<file path="src/rtl/generic_mac_array.sv">
// generic_mac_array
//   Multi-lane pipelined multiply-accumulate engine. Each lane multiplies its
//   operand pair, registers the product (stage 1), and adds it into a per-lane
//   accumulator (stage 2). After ACC_CYCLES accepted samples the window sums
//   are offered on a valid/ready handshake. The window then restarts
//   automatically. Signed/unsigned arithmetic, optional saturation, sticky
//   per-lane overflow flags and a synchronous clear are supported.
//
// Ports
//   clk           single clock, rising edge
//   reset         asynchronous, active-high; clears all state
//   clear         synchronous abort: drops window, flushes pipeline
//   in_valid      operand vector valid
//   in_ready      operands are accepted this cycle (ACCUM only)
//   operand_a     lane i at [i*BITWIDTH_A +: BITWIDTH_A]
//   operand_b     lane i at [i*BITWIDTH_B +: BITWIDTH_B]
//   res_valid     acc_result holds a completed window
//   res_ready     consumer takes the result
//   acc_result    per-lane window sums, lane i at [i*BITWIDTH_ACC +: BITWIDTH_ACC]
//   overflow      sticky per-lane overflow for the current window
//   sample_count  samples accepted in the current window
//
// state | meaning
// ------+----------------------------------------------------------
// ACCUM | taking samples; last accept of the window moves to DRAIN
// DRAIN | final product is being added; no input accepted
// DONE  | result presented, held until res_ready

module generic_mac_array #(
  parameter int BITWIDTH_A   = 8,
  parameter int BITWIDTH_B   = 8,
  parameter int LANES        = 4,
  parameter int ACC_CYCLES   = 400,
  parameter int BITWIDTH_ACC = 25,
  parameter int SIGNED       = 0,
  parameter int SATURATE     = 1
) (
  input  logic                               clk,
  input  logic                               reset,
  input  logic                               clear,
  input  logic                               in_valid,
  output logic                               in_ready,
  input  logic [LANES*BITWIDTH_A-1:0]        operand_a,
  input  logic [LANES*BITWIDTH_B-1:0]        operand_b,
  output logic                               res_valid,
  input  logic                               res_ready,
  output logic [LANES*BITWIDTH_ACC-1:0]      acc_result,
  output logic [LANES-1:0]                   overflow,
  output logic [$clog2(ACC_CYCLES+1)-1:0]    sample_count
);

  localparam int PROD_W = BITWIDTH_A + BITWIDTH_B;
  localparam int ACC_W  = BITWIDTH_ACC;
  localparam int CNT_W  = $clog2(ACC_CYCLES + 1);

  localparam logic [CNT_W-1:0] LAST_IDX = CNT_W'(ACC_CYCLES - 1);
  localparam logic [ACC_W-1:0] SIGNED_MAX = {1'b0, {(ACC_W-1){1'b1}}};
  localparam logic [ACC_W-1:0] SIGNED_MIN = {1'b1, {(ACC_W-1){1'b0}}};

  typedef enum logic [1:0] {
    ACCUM = 2'd0,
    DRAIN = 2'd1,
    DONE  = 2'd2
  } macState_t;

  macState_t        state;
  macState_t        stateNext;
  logic             accept;
  logic             lastAccept;
  logic             resTaken;
  logic             prodValid;
  logic [CNT_W-1:0] sampleCnt;

  // clear drops any sample presented alongside it
  assign accept     = in_valid & in_ready & ~clear;
  assign lastAccept = accept & (sampleCnt == LAST_IDX);
  assign resTaken   = res_valid & res_ready;

  always_comb begin
    stateNext = state;
    in_ready  = 1'b0;
    res_valid = 1'b0;
    unique case (state)
      ACCUM: begin
        in_ready = 1'b1;
        if (lastAccept) stateNext = DRAIN;
      end
      DRAIN: begin
        stateNext = DONE;
      end
      DONE: begin
        res_valid = 1'b1;
        if (res_ready) stateNext = ACCUM;
      end
      default: stateNext = ACCUM;
    endcase
  end

  always_ff @(posedge clk or posedge reset) begin
    if (reset) begin
      state     <= ACCUM;
      prodValid <= 1'b0;
      sampleCnt <= '0;
    end else if (clear) begin
      state     <= ACCUM;
      prodValid <= 1'b0;
      sampleCnt <= '0;
    end else begin
      state     <= stateNext;
      prodValid <= accept;
      if (resTaken)
        sampleCnt <= '0;
      else if (accept)
        sampleCnt <= sampleCnt + CNT_W'(1);
    end
  end

  assign sample_count = sampleCnt;

  for (genvar i = 0; i < LANES; i++) begin : gLane
    logic [BITWIDTH_A-1:0] aLane;
    logic [BITWIDTH_B-1:0] bLane;
    logic [PROD_W-1:0]     aExt;
    logic [PROD_W-1:0]     bExt;
    logic [PROD_W-1:0]     prodReg;
    logic [ACC_W-1:0]      prodExt;
    logic [ACC_W-1:0]      accReg;
    logic [ACC_W-1:0]      accSum;
    logic [ACC_W-1:0]      accNext;
    logic                  ovfLane;
    logic                  ovfSticky;

    assign aLane = operand_a[i*BITWIDTH_A +: BITWIDTH_A];
    assign bLane = operand_b[i*BITWIDTH_B +: BITWIDTH_B];

    // Operands are extended to the full product width first, so the low
    // PROD_W bits of a plain multiply are correct for both number systems.
    if (SIGNED != 0) begin : gSigned
      assign aExt    = PROD_W'($signed(aLane));
      assign bExt    = PROD_W'($signed(bLane));
      assign prodExt = ACC_W'($signed(prodReg));
      assign accSum  = accReg + prodExt;
      assign ovfLane = (accReg[ACC_W-1] == prodExt[ACC_W-1]) &&
                       (accSum[ACC_W-1] != accReg[ACC_W-1]);
    end else begin : gUnsigned
      logic [ACC_W:0] sumWide;
      assign aExt    = PROD_W'(aLane);
      assign bExt    = PROD_W'(bLane);
      assign prodExt = ACC_W'(prodReg);
      assign sumWide = {1'b0, accReg} + {1'b0, prodExt};
      assign accSum  = sumWide[ACC_W-1:0];
      assign ovfLane = sumWide[ACC_W];
    end

    // Signed overflow only happens when both addends share a sign, so the
    // accumulator's sign tells which rail to clamp to.
    always_comb begin
      accNext = accSum;
      if (ovfLane && (SATURATE != 0)) begin
        if (SIGNED != 0)
          accNext = accReg[ACC_W-1] ? SIGNED_MIN : SIGNED_MAX;
        else
          accNext = '1;
      end
    end

    always_ff @(posedge clk or posedge reset) begin
      if (reset) begin
        prodReg   <= '0;
        accReg    <= '0;
        ovfSticky <= 1'b0;
      end else if (clear || resTaken) begin
        accReg    <= '0;
        ovfSticky <= 1'b0;
      end else begin
        if (accept)
          prodReg <= aExt * bExt;
        if (prodValid) begin
          accReg <= accNext;
          if (ovfLane) ovfSticky <= 1'b1;
        end
      end
    end

    assign acc_result[i*ACC_W +: ACC_W] = accReg;
    assign overflow[i]                  = ovfSticky;
  end

endmodule

</file>
<file path="config.mk">
export PLATFORM = sky130hd
export DESIGN_NAME = generic_mac_array
export DESIGN_NICKNAME = d
export VERILOG_FILES = /design/src/rtl/generic_mac_array.sv
export SDC_FILE = /design/constraint.sdc
export NUM_CORES = 1
export LEC_CHECK = 0
export BUFFER_PORTS_ARGS = -buffer_cell sky130_fd_sc_hd__buf_2
export CORE_MARGIN = 2
export CORE_UTILIZATION = 45
export CTS_CLUSTER_DIAMETER = 40
export CTS_CLUSTER_SIZE = 28
export DETAILED_ROUTE_END_ITERATION = 10
export GPL_ROUTABILITY_DRIVEN = 0
export PLACE_DENSITY = 0.73
export SETUP_SLACK_MARGIN = 0.4
export SYNTH_ARGS = -nofsm -noshare
export SYNTH_HDL_FRONTEND = slang
export SYNTH_SLANG_ARGS = --single-unit
</file>
<file path="constraint.sdc">
create_clock -name clk -period 10.3 [get_ports clk]
set_input_delay 0.515 -clock clk [delete_from_list [all_inputs] [get_ports clk]]
set_output_delay 0.515 -clock clk [all_outputs]
set_load 0.05 [all_outputs]
</file>
==> results.toml <==
[routing]
wl_per_cell_um = 15.85
via_per_inst = 5.405
ant_nets = 0
drt-total-wl_mm = 44.26
vias = 15100
drc = 0
drtPass1Iterations = 5
drt_iter0_drc = 899

[timing]
setup_violations = 0
fin_setup_tns_ns = 0
rsz0062_at_grt = "false"
hold_viol_final = 0
holdWs_ns = 0.1964
clock_skew_ns = 0.01124
fmax_mhz = 234.9
post-route-period-util_pct = 41.33
slew_headroom_pct = 40.73
min_period_ns = 4.257
worstMarginPinSlew_ns = 0.8890
fin_ws_ns = 6.043
finalMaxSlewViolations = 0

[global_routing]
grt_overflow_total = 0
grt.total_usage_pct = 20.94
grt_max_degree = 116
grt_pass1_vias = 15240
antenna_found_initial = 0
grt_first_pass_wirelength_mm = 75.58

[synthesis]
syn_area_um2 = 18820
synth_compound_area_share_pct = 15.29
yosysWarnings = 0
synthArstFlopShare_pct = 100.0
synthCells = 2092
ys_ff_latch = 180
yosys.area_share.simple_pct = 18.16
synth_fa_ha_area_share_pct = 29.64
synth_cell_types = 81
synth-edff-count = 0
syn_area_per_cell_um2 = 8.996
synth_xor_area_share_pct = 4.979
muxShareOfSynthArea_pct = 1.549
synth_fp_nets = 2518
ys.flop_type = "dfrtp_1"
synth_top_family_by_area = "adder cells"
yosysSeqAreaShare_pct = 23.93

[placement]
numPortBuffers = 183
hpwl_mm = 34.71
dpl_worst_slack_ns = 5.702

[clocking]
insertion_delay_ns = 0.44
cts_htree_levels = 4
ctsResizeCount = 0
cts_root_buf = "clkbuf_16"
cts_tree = "built"
cts.clk_slew.worst_paths_ns = 0.07
ctsHoldBuffers = 0
numCtsBuffers = 17
cts_setup_buffers = 0
cts_buffer_depth = 2
cts.sinks = 180

[critical_path]
worstSetupEndpointType = "flop"
cp_max_fo = 8
cp_data_arrival_time_ns = 4.57
start_kind = "primary input"
cp.required_ns = 10.61
crit_type = "in -> reg"

[pwr]
p_per_area_nw_per_um2 = 176.2
clock_power_share_pct = 18.2
swShare_pct = 44.52
combPwrFrac_pct = 56.2
power.total_mw = 3.670
p_leak_nw = 10.67
irDropWorstVdd_mv = 0.1125
seqPwrFrac_pct = 25.6
p_switching_mw = 1.634
p_int_mw = 2.036

[final_layout]
drive_above_1_share_pct = 12.30
synthToLayoutAreaGrowth_pct = 10.67
post-route-util_pct = 50.78
nFillCells = 3827
diodes = 0
num-nets-final = 2674

[die]
coreArea_um2 = 41020
initial_utilization_pct = 45.88
core.rowCount = 74
ioPinCount = 184
dieArea_um2 = 43470
die_h_um = 208.5
die_w_um = 208.5

[min_path]
hold_class = "in -> async"

[status]
status = "complete, no violations"

[run]
cap_violations = 0
-- critical path, cell delays in order --
cell      delay, ns
buf_2          0.14
and2_1         0.18
fa_1           0.43
fa_1           0.45
ha_1           0.29
inv_1          0.04
fa_1           0.47
inv_1          0.04
ha_1           0.30
nor2b_1        0.14
o21ai_0        0.21
a21oi_1        0.12
o21ai_0        0.28
a21boi_0       0.25
o41ai_1        0.37
mux2i_1        0.24
nand3_1        0.09
-- final timing paths --
kind | slack [ns] | endpoint | depth (start not counted) | start
max | 6.04 | gLane[0].prodReg[13]$_DFFE_PP0P_ | 17 | operand_a[2]
min | 0.20 | gLane[2].accReg[24]$_DFFE_PP0P_ | 2 | reset
max reg2reg | 7.11 | gLane[2].accReg[18]$_DFFE_PP0P_ | 9 | gLane[2].accReg[7]$_DFFE_PP0P_
min reg2reg | 0.47 | gLane[0].ovfSticky$_DFFE_PP0P_ | 2 | gLane[0].ovfSticky$_DFFE_PP0P_
max in group asynchronous | 8.72 | gLane[3].accReg[2]$_DFFE_PP0P_ | 3 | reset
min in group clk | 0.34 | state[1]$_DFFE_PP0P_ | 2 | clear
-- layer usage --
metal  GRT usage [%]  part of all wire (%)  up-vias
met5               0                     0        -
met4           6.376                   2.6        0
met3           3.125                   4.7       56
met2           34.62                    46      334
met1           28.38                    46     7344
li1                -                     -     7361
-- through the flow --
stage / instances / instance area, um^2
after global placement: 2761 / 20230
after CTS: 2793 / 20830
after floorplan: 2092 / 18820
after detailed placement: 2761 / 20230
final: 2793 / 20830
after global routing: 2793 / 20830
-- synthesized netlist by cell type (4+ instances only) --
| library cell | n | area [um^2] |
|---|---|---|
| a211oi_1 | 15 | 112.6 |
| a21o_1 | 31 | 232.7 |
| a21oi_1 | 102 | 510.5 |
| a31oi_1 | 11 | 68.82 |
| a41oi_1 | 4 | 35.03 |
| and2_1 | 210 | 1314 |
| and3_1 | 21 | 131.4 |
| buf_1 | 6 | 22.52 |
| buf_2 | 6 | 30.03 |
| buf_4 | 4 | 30.03 |
| clkbuf_1 | 35 | 131.4 |
| dfrtp_1 | 180 | 4504 |
| fa_1 | 148 | 2963 |
| ha_1 | 209 | 2615 |
| inv_1 | 255 | 957.2 |
| mux2i_1 | 28 | 280.3 |
| nand2_1 | 191 | 716.9 |
| nand2b_1 | 11 | 68.82 |
| nand3_1 | 37 | 185.2 |
| nand4_1 | 16 | 100.1 |
| nor2_1 | 73 | 274.0 |
| nor2b_1 | 27 | 168.9 |
| nor3_1 | 36 | 180.2 |
| o211ai_1 | 11 | 82.58 |
| o21a_1 | 16 | 120.1 |
| o21ai_0 | 161 | 805.8 |
| o21ai_2 | 17 | 148.9 |
| o21bai_1 | 12 | 90.09 |
| o221ai_1 | 5 | 43.79 |
| o31a_1 | 4 | 35.03 |
| o31ai_1 | 12 | 90.09 |
| or2_2 | 5 | 31.28 |
| or3_1 | 8 | 50.05 |
| xnor2_1 | 55 | 481.7 |
| xor2_1 | 52 | 455.4 |
-- sequential cells by signal, indices dropped and copies added, names as in the netlist --
name and flops:
prodValid 1, sample_count 9, gLane.ovfSticky 4, gLane.accReg 100
state 2, gLane.prodReg 64
-- cell usage in the layout (no fill, tap or decap), types with 55 or more instances in the layout --
cell / n
inv_1: 254
nor2_1: 73
and2_1: 210
buf_2: 183
xnor2_1: 55
o21ai_0: 161
fa_1: 148
ha_1: 209
a21oi_1: 101
nand2_1: 191
dfrtp_1: 179
-- power by group through the flow --
stage	combinational, mW	sequential [mW]	clock (mW)
2_1_floorplan	1.52	1.04	0
3_3_place_gp	2.00	0.949	0
3_5_place_dp	2.05	0.954	0
4_1_cts	2.07	0.940	0.685
5_1_grt	2.36	0.957	0.711
6_report	2.06	0.940	0.667
-- area by class of cell --
cell class	count	area, um^2	share of cell area (%)
Clock inverter	14	158.9	0.7629
Sequential cell	180	4508	21.64
Tap cell	532	665.6	3.196
Clock buffer	18	439.2	2.108
Timing Repair Buffer	190	968.4	4.649
Inverter	256	968.4	4.649
Multi-Input combinational cell	1603	13120	62.99
-- logic make-up (layout without fill, tap and decap cells) --
kind of cell / after synthesis / after routing
compound gates: 451 / 451
xor+xnor: 107 / 107
flops: 180 / 180
mux: 29 / 29
simple gates: 659 / 659
fa+ha+maj: 357 / 357
buf+inv: 309 / 478
(Power assumes the default switching activity.)
